[src/rtl/vram_arbiter_pkg.sv]
// vram_arbiter_pkg: arbiter states, port indices and the port-selection rule
package vram_arbiter_pkg;
  typedef enum logic [1:0] {IDLE, BUSY, GAP} state_t;
  localparam logic [1:0] PORT_VIDEO = 2'd0;
  localparam logic [1:0] PORT_CPU   = 2'd1;
  localparam logic [1:0] PORT_DMA   = 2'd2;
  localparam logic [1:0] GRANT_NONE = 2'd3;
  // Video wins unless starved peers must get a slot; peers alternate away from rr_last.
  function automatic logic [1:0] pick(input logic [2:0] req, input logic starve_hit, input logic [1:0] rr_last);
    return (req[0] && !starve_hit) ? PORT_VIDEO :
           (req[1] && req[2]) ? ((rr_last == PORT_CPU) ? PORT_DMA : PORT_CPU) :
           req[1] ? PORT_CPU : req[2] ? PORT_DMA : GRANT_NONE;
  endfunction
endpackage

[src/rtl/vram_arbiter.sv]
// vram_arbiter: shares one VRAM port between video fetch, CPU and DMA requesters
module vram_arbiter import vram_arbiter_pkg::*; #(
  parameter int MAX_BURST = 16
) (
  input  logic        i_clock,
  input  logic        i_reset,
  input  logic        i_p0_request,
  input  logic        i_p0_rw,
  input  logic [31:0] i_p0_address,
  input  logic [31:0] i_p0_wdata,
  output logic [31:0] o_p0_rdata,
  output logic        o_p0_ready,
  input  logic        i_p1_request,
  input  logic        i_p1_rw,
  input  logic [31:0] i_p1_address,
  input  logic [31:0] i_p1_wdata,
  output logic [31:0] o_p1_rdata,
  output logic        o_p1_ready,
  input  logic        i_p2_request,
  input  logic        i_p2_rw,
  input  logic [31:0] i_p2_address,
  input  logic [31:0] i_p2_wdata,
  output logic [31:0] o_p2_rdata,
  output logic        o_p2_ready,
  output logic        o_mem_request,
  output logic        o_mem_rw,
  output logic [31:0] o_mem_address,
  output logic [31:0] o_mem_wdata,
  input  logic [31:0] i_mem_rdata,
  input  logic        i_mem_ready,
  output logic [1:0]  o_grant,
  output logic        o_busy
);
  localparam logic [7:0] MAX_Q = 8'(MAX_BURST);
  state_t state_q, state_d;
  logic [1:0] grant_q, grant_d, rr_last_q, rr_last_d, sel;
  logic [7:0] starve_q, starve_d;
  logic mem_req_q, mem_req_d, mem_rw_q, mem_rw_d;
  logic [31:0] mem_addr_q, mem_addr_d, mem_wdata_q, mem_wdata_d;
  logic [2:0] ready_q, ready_d, req;
  logic [31:0] rdata_q [3];
  logic [31:0] rdata_d [3];
  logic low_pend, starve_hit, cur_req, sel_rw;
  logic [31:0] sel_addr, sel_wdata;
  assign req = {i_p2_request, i_p1_request, i_p0_request};
  assign low_pend = req[1] | req[2];
  assign starve_hit = (starve_q == MAX_Q) && low_pend;
  assign sel = pick(req, starve_hit, rr_last_q);
  assign sel_rw = sel == PORT_VIDEO ? i_p0_rw : sel == PORT_CPU ? i_p1_rw : i_p2_rw;
  assign sel_addr = sel == PORT_VIDEO ? i_p0_address : sel == PORT_CPU ? i_p1_address : i_p2_address;
  assign sel_wdata = sel == PORT_VIDEO ? i_p0_wdata : sel == PORT_CPU ? i_p1_wdata : i_p2_wdata;
  assign cur_req = grant_q == PORT_VIDEO ? req[0] : grant_q == PORT_CPU ? req[1] : req[2];
  always_comb begin
    state_d = state_q;
    grant_d = grant_q;
    rr_last_d = rr_last_q;
    starve_d = starve_q;
    mem_req_d = mem_req_q;
    mem_rw_d = mem_rw_q;
    mem_addr_d = mem_addr_q;
    mem_wdata_d = mem_wdata_q;
    ready_d = ready_q;
    rdata_d = rdata_q;
    case (state_q)
      IDLE: if (sel != GRANT_NONE) begin
        state_d = BUSY;
        grant_d = sel;
        mem_req_d = 1'b1;
        mem_rw_d = sel_rw;
        mem_addr_d = sel_addr;
        mem_wdata_d = sel_wdata;
        rr_last_d = (sel == PORT_VIDEO) ? rr_last_q : sel;
        starve_d = (sel != PORT_VIDEO || !low_pend) ? '0 : (starve_q == MAX_Q) ? starve_q : starve_q + 8'd1;
      end
      BUSY: if (i_mem_ready) begin
        state_d = GAP;
        mem_req_d = 1'b0;
        // A requester that abandoned its request gets no completion pulse.
        for (int i = 0; i < 3; i++)
          if (cur_req && grant_q == 2'(i)) begin
            ready_d[i] = 1'b1;
            rdata_d[i] = i_mem_rdata;
          end
      end
      GAP: begin
        state_d = IDLE;
        ready_d = '0;
        grant_d = GRANT_NONE;
      end
      default: state_d = IDLE;
    endcase
  end
  always_ff @(posedge i_clock) begin
    if (i_reset) begin
      state_q <= IDLE;
      grant_q <= GRANT_NONE;
      rr_last_q <= PORT_DMA;
      starve_q <= '0;
      mem_req_q <= 1'b0;
      mem_rw_q <= 1'b0;
      mem_addr_q <= '0;
      mem_wdata_q <= '0;
      ready_q <= '0;
      rdata_q <= '{default: '0};
    end else begin
      state_q <= state_d;
      grant_q <= grant_d;
      rr_last_q <= rr_last_d;
      starve_q <= starve_d;
      mem_req_q <= mem_req_d;
      mem_rw_q <= mem_rw_d;
      mem_addr_q <= mem_addr_d;
      mem_wdata_q <= mem_wdata_d;
      ready_q <= ready_d;
      rdata_q <= rdata_d;
    end
  end
  assert property (@(posedge i_clock) disable iff (i_reset) (state_q != BUSY || cur_req))
    else $error("vram_arbiter: request dropped while its transaction was in flight");
  assign o_mem_request = mem_req_q;
  assign o_mem_rw = mem_rw_q;
  assign o_mem_address = mem_addr_q;
  assign o_mem_wdata = mem_wdata_q;
  assign o_grant = grant_q;
  assign o_busy = state_q != IDLE;
  assign {o_p2_ready, o_p1_ready, o_p0_ready} = ready_q;
  assign o_p0_rdata = rdata_q[0];
  assign o_p1_rdata = rdata_q[1];
  assign o_p2_rdata = rdata_q[2];
endmodule

[config.mk]
export PLATFORM = sky130hd
export DESIGN_NAME = vram_arbiter
export DESIGN_NICKNAME = d
export VERILOG_FILES = /design/src/rtl/vram_arbiter_pkg.sv /design/src/rtl/vram_arbiter.sv
export SDC_FILE = /design/constraint.sdc
export NUM_CORES = 1
export LEC_CHECK = 0
export BUFFER_PORTS_ARGS = -buffer_cell sky130_fd_sc_hd__buf_2
export CAP_MARGIN = 20
export CELL_PAD_IN_SITES_DETAIL_PLACEMENT = 0
export CELL_PAD_IN_SITES_GLOBAL_PLACEMENT = 1
export CORE_UTILIZATION = 26
export CTS_BUF_LIST = sky130_fd_sc_hd__clkbuf_2 sky130_fd_sc_hd__clkbuf_4 sky130_fd_sc_hd__clkbuf_8
export DETAILED_ROUTE_END_ITERATION = 12
export PLACE_DENSITY = 0.75
export SYNTH_ARGS = -nofsm -noshare
export SYNTH_HDL_FRONTEND = slang
export SYNTH_SLANG_ARGS = --single-unit
[constraint.sdc]
create_clock -name i_clock -period 3.06 [get_ports i_clock]
set_clock_uncertainty 0.2 [all_clocks]
set_input_delay 0 -clock i_clock [delete_from_list [all_inputs] [get_ports i_clock]]
set_output_delay 0 -clock i_clock [all_outputs]
set_load 0.01 [all_outputs]
==> results of run 1 <==
## final timing paths
check	slack (ns)	to	cells past startpoint
setup reg to reg	0.24	o_mem_address[9]	11
setup / recovery	0.24	o_mem_address[9]	11
hold reg to reg	0.26	o_mem_address[23]	2
hold / removal	0.13	o_p2_rdata[12]	4
## worst max-delay path: stages, from the launching register on
cell,delay [ns]
dfxtp_1,0.36
inv_1,0.07
ha_1,0.13
or4b_4,0.51
o21ai_2,0.23
nand2_1,0.10
buf_4,0.15
ha_4,0.26
buf_12,0.22
o21ai_0,0.27
nand2_1,0.10
a21oi_1,0.13
## timing repair
action / in CTS / in global routing
endpoints found under the hold margin: 176 / 0
setup buffers: 0 / 2
resized for setup: 0 / 8
hold buffers: 234 / 0
setup endpoints to repair: 0 / 75
## routing by layer
metal / GRT usage [%] / up-vias / wire [microns] / share of wire [%]
met4: 10.4 / 0 / 1380 / 4.4
met5: 0 / - / 0 / 0
met1: 22.3 / 4333 / 12700 / 41
li1: - / 4602 / - / -
met2: 35.0 / 324 / 15500 / 50
met3: 4.37 / 97 / 1620 / 5.2
## cells in the final DEF, fill, tap and decap left out, types with 2 or more instances in the layout
| cell type | synthesis | routed |
|---|---|---|
| buf_4 | 0 | 13 |
| clkinvlp_4 | 0 | 2 |
| o21ai_0 | 71 | 70 |
| nand3_1 | 2 | 2 |
| ha_1 | 5 | 3 |
| mux2i_1 | 66 | 65 |
| dfxtp_1 | 179 | 179 |
| dlygate4sd3_1 | 0 | 234 |
| or3_1 | 3 | 3 |
| buf_12 | 0 | 9 |
| ha_4 | 0 | 2 |
| nor3_2 | 1 | 2 |
| nand2_1 | 401 | 400 |
| clkbuf_8 | 0 | 17 |
| nand2b_1 | 2 | 2 |
| nor2_1 | 12 | 12 |
| xnor2_1 | 3 | 3 |
| nor4_1 | 2 | 2 |
| inv_1 | 9 | 9 |
| o21a_1 | 2 | 2 |
| nand3b_1 | 2 | 2 |
| clkinv_8 | 0 | 2 |
| inv_8 | 0 | 7 |
| o21bai_1 | 3 | 3 |
| buf_2 | 19 | 399 |
| clkinv_4 | 0 | 3 |
| a21oi_1 | 173 | 173 |
## flip-flops by register name, summed over array words and instances, names as in the netlist
name           cells
ready_q            3
o_p1_rdata        32
o_mem_wdata       32
o_mem_rw           1
rr_last_q          2
o_mem_address     32
o_p0_rdata        32
state_q            2
starve_q           8
o_p2_rdata        32
o_grant            2
o_mem_request      1
## stage by stage
stage,total power (uW),utilization [%],worst slack (ns),cells,instance area [sq um]
5_1_grt,5600,44.8,0.0325,2027,13000
3_3_place_gp,3440,35.2,0.0914,1759,10200
3_5_place_dp,3450,35.2,0.0387,1759,10200
6_report,5310,44.8,0.243,2027,13000
4_1_cts,5360,44.6,0.0196,2025,12900
2_1_floorplan,3010,-,0.194,1033,7750
## cell families (layout without fill, tap and decap cells)
group | Yosys count | in the layout | share of synthesized area (%)
xor+xnor | 4 | 4 | 0.452
compound gates | 255 | 255 | 16.9
buf+inv | 87 | 697 | 4.71
simple gates | 437 | 437 | 22.4
mux | 66 | 66 | 8.52
flops | 179 | 179 | 46.2
fa+ha+maj | 5 | 5 | 0.807
## power by group through the flow
stage	combinational (uW)	sequential [uW]	clock (uW)
detailed placement	908	2540	0
global route	1280	2500	1820
floorplan	430	2580	0
CTS	1140	2490	1730
finish	1170	2490	1650
global placement	903	2540	0
## cell type report
cell class | count | area, sq um
fill | 2892 | 16000
multi-input combinational | 767 | 3880
tap | 384 | 480
inverter | 9 | 33.8
clock inverter | 15 | 161
sequential | 179 | 3580
timing repair buffer | 656 | 4630
clock buffer | 17 | 234
==> metrics.csv, run 1 <==
stage,metric,value,unit
setup_path,cp_max_fo,50,
synth,ys_types,36,
place,gp_congestion,0.861,
pwr,p_sw,1670,uW
setup_path,critPathArrivalTime,3.01,ns
cts,cts_max_path_buffers,2,
setup_path,required,3.26,ns
sta,tightest_slew,0.822,ns
synth,synth_fp_nets,1271,
detailed_routing,vias,9356,
layout,diodes,0,
pwr,leakagePower,0.00577,uW
synth,synth.top_cell.area_share,46.2,%
pwr,p_sw_share,31.5,%
sta,hold_viol,0,
detailed_routing,dr.pass1.iters,6,
cts,cts_tree,built,
setup_path,cp-start-kind,flop,
floorplanning,rows,62,
sta,setup_viol,0,
cts,root_buffer,clkbuf_8,
global_routing,overflow,0,
floorplanning,core_area,29000,sq um
cts,clock_sinks,179,
detailed_routing,drc,0,
layout,nNetsFinal,1868,
detailed_routing,antenna_left,0,
floorplanning,dieHeight,175,microns
hold_path,min_path_type,primary input to flop,
pwr,p_per_area,408,nW/um^2
pwr,internal-power,3640,uW
pwr,seqPwrFrac,46.8,%
floorplanning,dieArea,30500,sq um
sta,period_minus_slack,2.82,ns
synth,synth_edf_count,0,
synth,synth_common_cells,"nand2_1 (401), dfxtp_1 (179), a21oi_1 (173), o21ai_0 (71), mux2i_1 (66)",
synth,synth-seq-cells,179,
floorplanning,ios,401,
global_routing,grt_pass1_vias,9470,
synth,synth_cells,1033,
place,dp_hpwl,19600,microns
floorplanning,initial_utilization,26.7,%
cts,clock_latency,0.45,ns
sta,max_freq,355,MHz
pwr,ir_drop,251,uV
setup_path,crit_path_end_kind,flop,
synth,syn_avg_cell_area,7.51,sq um
setup_path,critical_path_class,flop to flop,
detailed_routing,vias_per_cell,4.62,
layout,area_growth,67.7,%
detailed_routing,wl_per_cell,15.4,microns
outcome,status,finished clean,
synth,synth_area_leaders,"dfxtp_1 (46%), nand2_1 (19%), a21oi_1 (11%)",
synth,synth.most_common_cell,nand2_1,
global_routing,grt_max_degree,73,
synth,yosys_warnings,0,
sta,rsz0062_at_grt,false,
sta,hold_slack,0.130,ns
sta,tns,0,ns
hold_path,min-delay-start,i_mem_rdata[12],
setup_path,r2r-start,starve_q[1],
sta,slew_headroom,45.2,%
global_routing,grt_use_total,19.9,%
flow_run,cap_violations,0,
synth,async_flop_share,0,%
synth,synth_top_area_cell,dfxtp_1,
place,io_buffers,400,
global_routing,antenna_found_initial,0,
setup_path,startpoint,starve_q[1],
pwr,p_clk_share,31.1,%
synth,ys_seq_area_share,46.2,%
synth,syn_area,7750,sq um
cts,htree_levels,4,
global_routing,grt_first_pass_wirelength,48300,microns
floorplanning,die_width,175,microns
cts,clk_pin_slew_worst_paths,0.12,ns
sta,drv_slew,0,
cts,cts_made_buffers,17,
pwr,comb_power_share,22.1,%
synth,synth_flop_cell,dfxtp_1,
detailed_routing,drtIter0Drc,461,
detailed_routing,routed_wl,31300,microns
layout,drive_above_1_share,28.5,%
sta,timing.final.crit_share,92.1,%
(Power assumes the default switching activity.)
==> run 2, diff against run 1 <==
- PLACE_DENSITY: 0.75 -> 0.82
- RECOVER_POWER: unset -> 25
==> run 2 against run 1 <==
Die area stayed put; global-route usage is 0.65 points higher; critical path type unchanged; sequential share of layout area up 0.13 points; hold slack better by 0.011 ns; clock-buffer cell count unchanged; highest routed layer is now met5; wire length increased by 3.7%; non-clock buffer count up 10; core utilization down 0.22 points; combinational power is essentially flat; first-iteration DRC count increased by 15%; clock power about the same; design area decreased by 0.48%.
==> metrics.csv, run 2 (same netlist as run 1, synthesis figures left out) <==
stage,metric,value,unit
sta,max_freq,348,MHz
setup_path,cp_max_fo,17,
hold_path,worstHoldEndpoint,o_p1_rdata[27],
floorplanning,die_width,175,microns
global_routing,overflow,0,
sta,drv_slew,0,
pwr,comb_power_share,22.1,%
sta,hold_slack,0.141,ns
floorplanning,dieArea,30500,sq um
global_routing,use_met1,23.6,%
setup_path,required,3.18,ns
pwr,finalPower,5340,uW
sta,tns,0,ns
detailed_routing,drtIter0Drc,530,
sta,setup_viol,0,
setup_path,crit_path_end_kind,flop,
layout,fin_util,44.6,%
cts,cts_max_path_buffers,2,
global_routing,grt_max_degree,98,
global_routing,grt_first_pass_wirelength,49700,microns
sta,rsz0062_at_grt,false,
place,dp_hpwl,19900,microns
setup_path,reg2reg_slack,0.19,ns
detailed_routing,dr.pass1.iters,5,
pwr,p_clk_share,31.2,%
detailed_routing,wl_per_cell,15.9,microns
global_routing,met3_usage,4.24,%
hold_path,min-delay-start,i_mem_rdata[27],
floorplanning,initial_utilization,26.7,%
pwr,p_sw_share,31.9,%
flow_run,cap_violations,0,
layout,area_growth,66.9,%
global_routing,grtUsageMet2,35.9,%
setup_path,worst_r2r_endpoint,o_mem_address[30],
detailed_routing,vias,9487,
detailed_routing,antenna_left,0,
sta,timing.final.crit_share,93.9,%
floorplanning,rows,62,
floorplanning,core_area,29000,sq um
place,postPlaceCellArea,10300,sq um
detailed_routing,vias_per_cell,4.65,
sta,slew_headroom,55.2,%
pwr,p_per_area,413,nW/um^2
hold_path,hold_depth,4,
sta,hold_viol,0,
sta,period_minus_slack,2.87,ns
global_routing,grt_use_total,20.5,%
pwr,leakagePower,0.00545,uW
cts,clk_pin_slew_worst_paths,0.11,ns
layout,final_cell_mix,"nand2_1 (401), buf_2 (314), dlygate4sd3_1 (232)",
cts,clock_sinks,179,
pwr,internal-power,3640,uW
cts,htree_levels,4,
cts,clock_latency,0.45,ns
cts,root_buffer,clkbuf_8,
detailed_routing,routed_wl,32400,microns
cts,cts_made_buffers,17,
floorplanning,dieHeight,175,microns
layout,final_common_cell,nand2_1,
layout,nNetsFinal,1878,
layout,design_area,12900,sq um
outcome,status,finished clean,
pwr,p_sw,1700,uW
hold_path,min_path_type,primary input to flop,
pwr,ir_drop,264,uV
detailed_routing,drc,0,
setup_path,cp-start-kind,flop,
floorplanning,ios,401,
pwr,seqPwrFrac,46.7,%
layout,drive_above_1_share,23.7,%
place,io_buffers,400,
place,gp_congestion,0.926,
setup_path,critical_path_class,flop to flop,
sta,tightest_slew,0.672,ns
global_routing,grt_pass1_vias,9418,
global_routing,antenna_found_initial,4,
setup_path,critPathArrivalTime,3.00,ns
setup_path,r2r-start,starve_q[0],
setup_path,reg2reg_depth,13,
cts,cts_tree,built,
global_routing,busiest_layer,met2,
[run 2: cell count changes in the layout (fill, tap and decap cells not counted), moves of 4 or more]
cell,before,now
buf_2,399,314
clkbuf_1,0,85
buf_4,13,26
inv_8,7,3
[run 2: timing repair]
| item | CTS | global route |
|---|---|---|
| buffers inserted | 0 | 0 |
| endpoints found under the hold margin | 176 | 0 |
| hold buffers | 232 | 0 |
| endpoints found under the setup margin | 0 | 33 |
| gates resized for setup | 0 | 3 |
[run 2: power by group through the flow]
stage / sequential [uW] / clock (uW) / combinational (uW)
detailed placement: 2550 / 0 / 933
floorplan: 2580 / 0 / 430
CTS: 2490 / 1750 / 1170
global route: 2510 / 1820 / 1280
global placement: 2550 / 0 / 920
finish: 2500 / 1670 / 1180
[run 2: through the flow]
stage | setup WS [ns] | std cells
CTS | 0.0982 | 2037
global route | 0.00257 | 2040
detailed placement | 0.0954 | 1773
finish | 0.186 | 2040
floorplan | 0.194 | 1033
global placement | 0.0882 | 1772
[run 2: how the worst max path moves through the flow]
stage,to,from
floorplan,o_mem_address[30],starve_q[0]
global placement,starve_q[1],starve_q[0]
detailed placement,o_mem_address[20],starve_q[0]
CTS,o_mem_address[20],starve_q[0]
global route,o_mem_address[0],starve_q[1]
finish,o_mem_address[30],starve_q[0]
[run 2: cell type report]
type	count	area, sq um
antenna	3	7.51
timing repair buffer	666	4580
clock inverter	15	164
fill	2879	16100
sequential	179	3580
tap	384	480
inverter	9	33.8
multi-input combinational	767	3860
clock buffer	17	234
[run 2: metal layers]
layer	up-vias	part of all wire (%)
li1	4634	-
met1	4331	40
met2	406	50
met3	114	5.4
met4	2	4.6
met5	-	0.052
[run 2: critical path: stages (launching register included)]
cell,delay [ns]
dfxtp_1,0.33
inv_1,0.06
ha_1,0.12
or4b_1,0.50
o21ai_1,0.20
nand2_1,0.09
inv_1,0.08
buf_4,0.12
ha_4,0.27
buf_6,0.27
mux2i_1,0.25
o21ai_0,0.11
nand2_1,0.08
a21oi_1,0.05
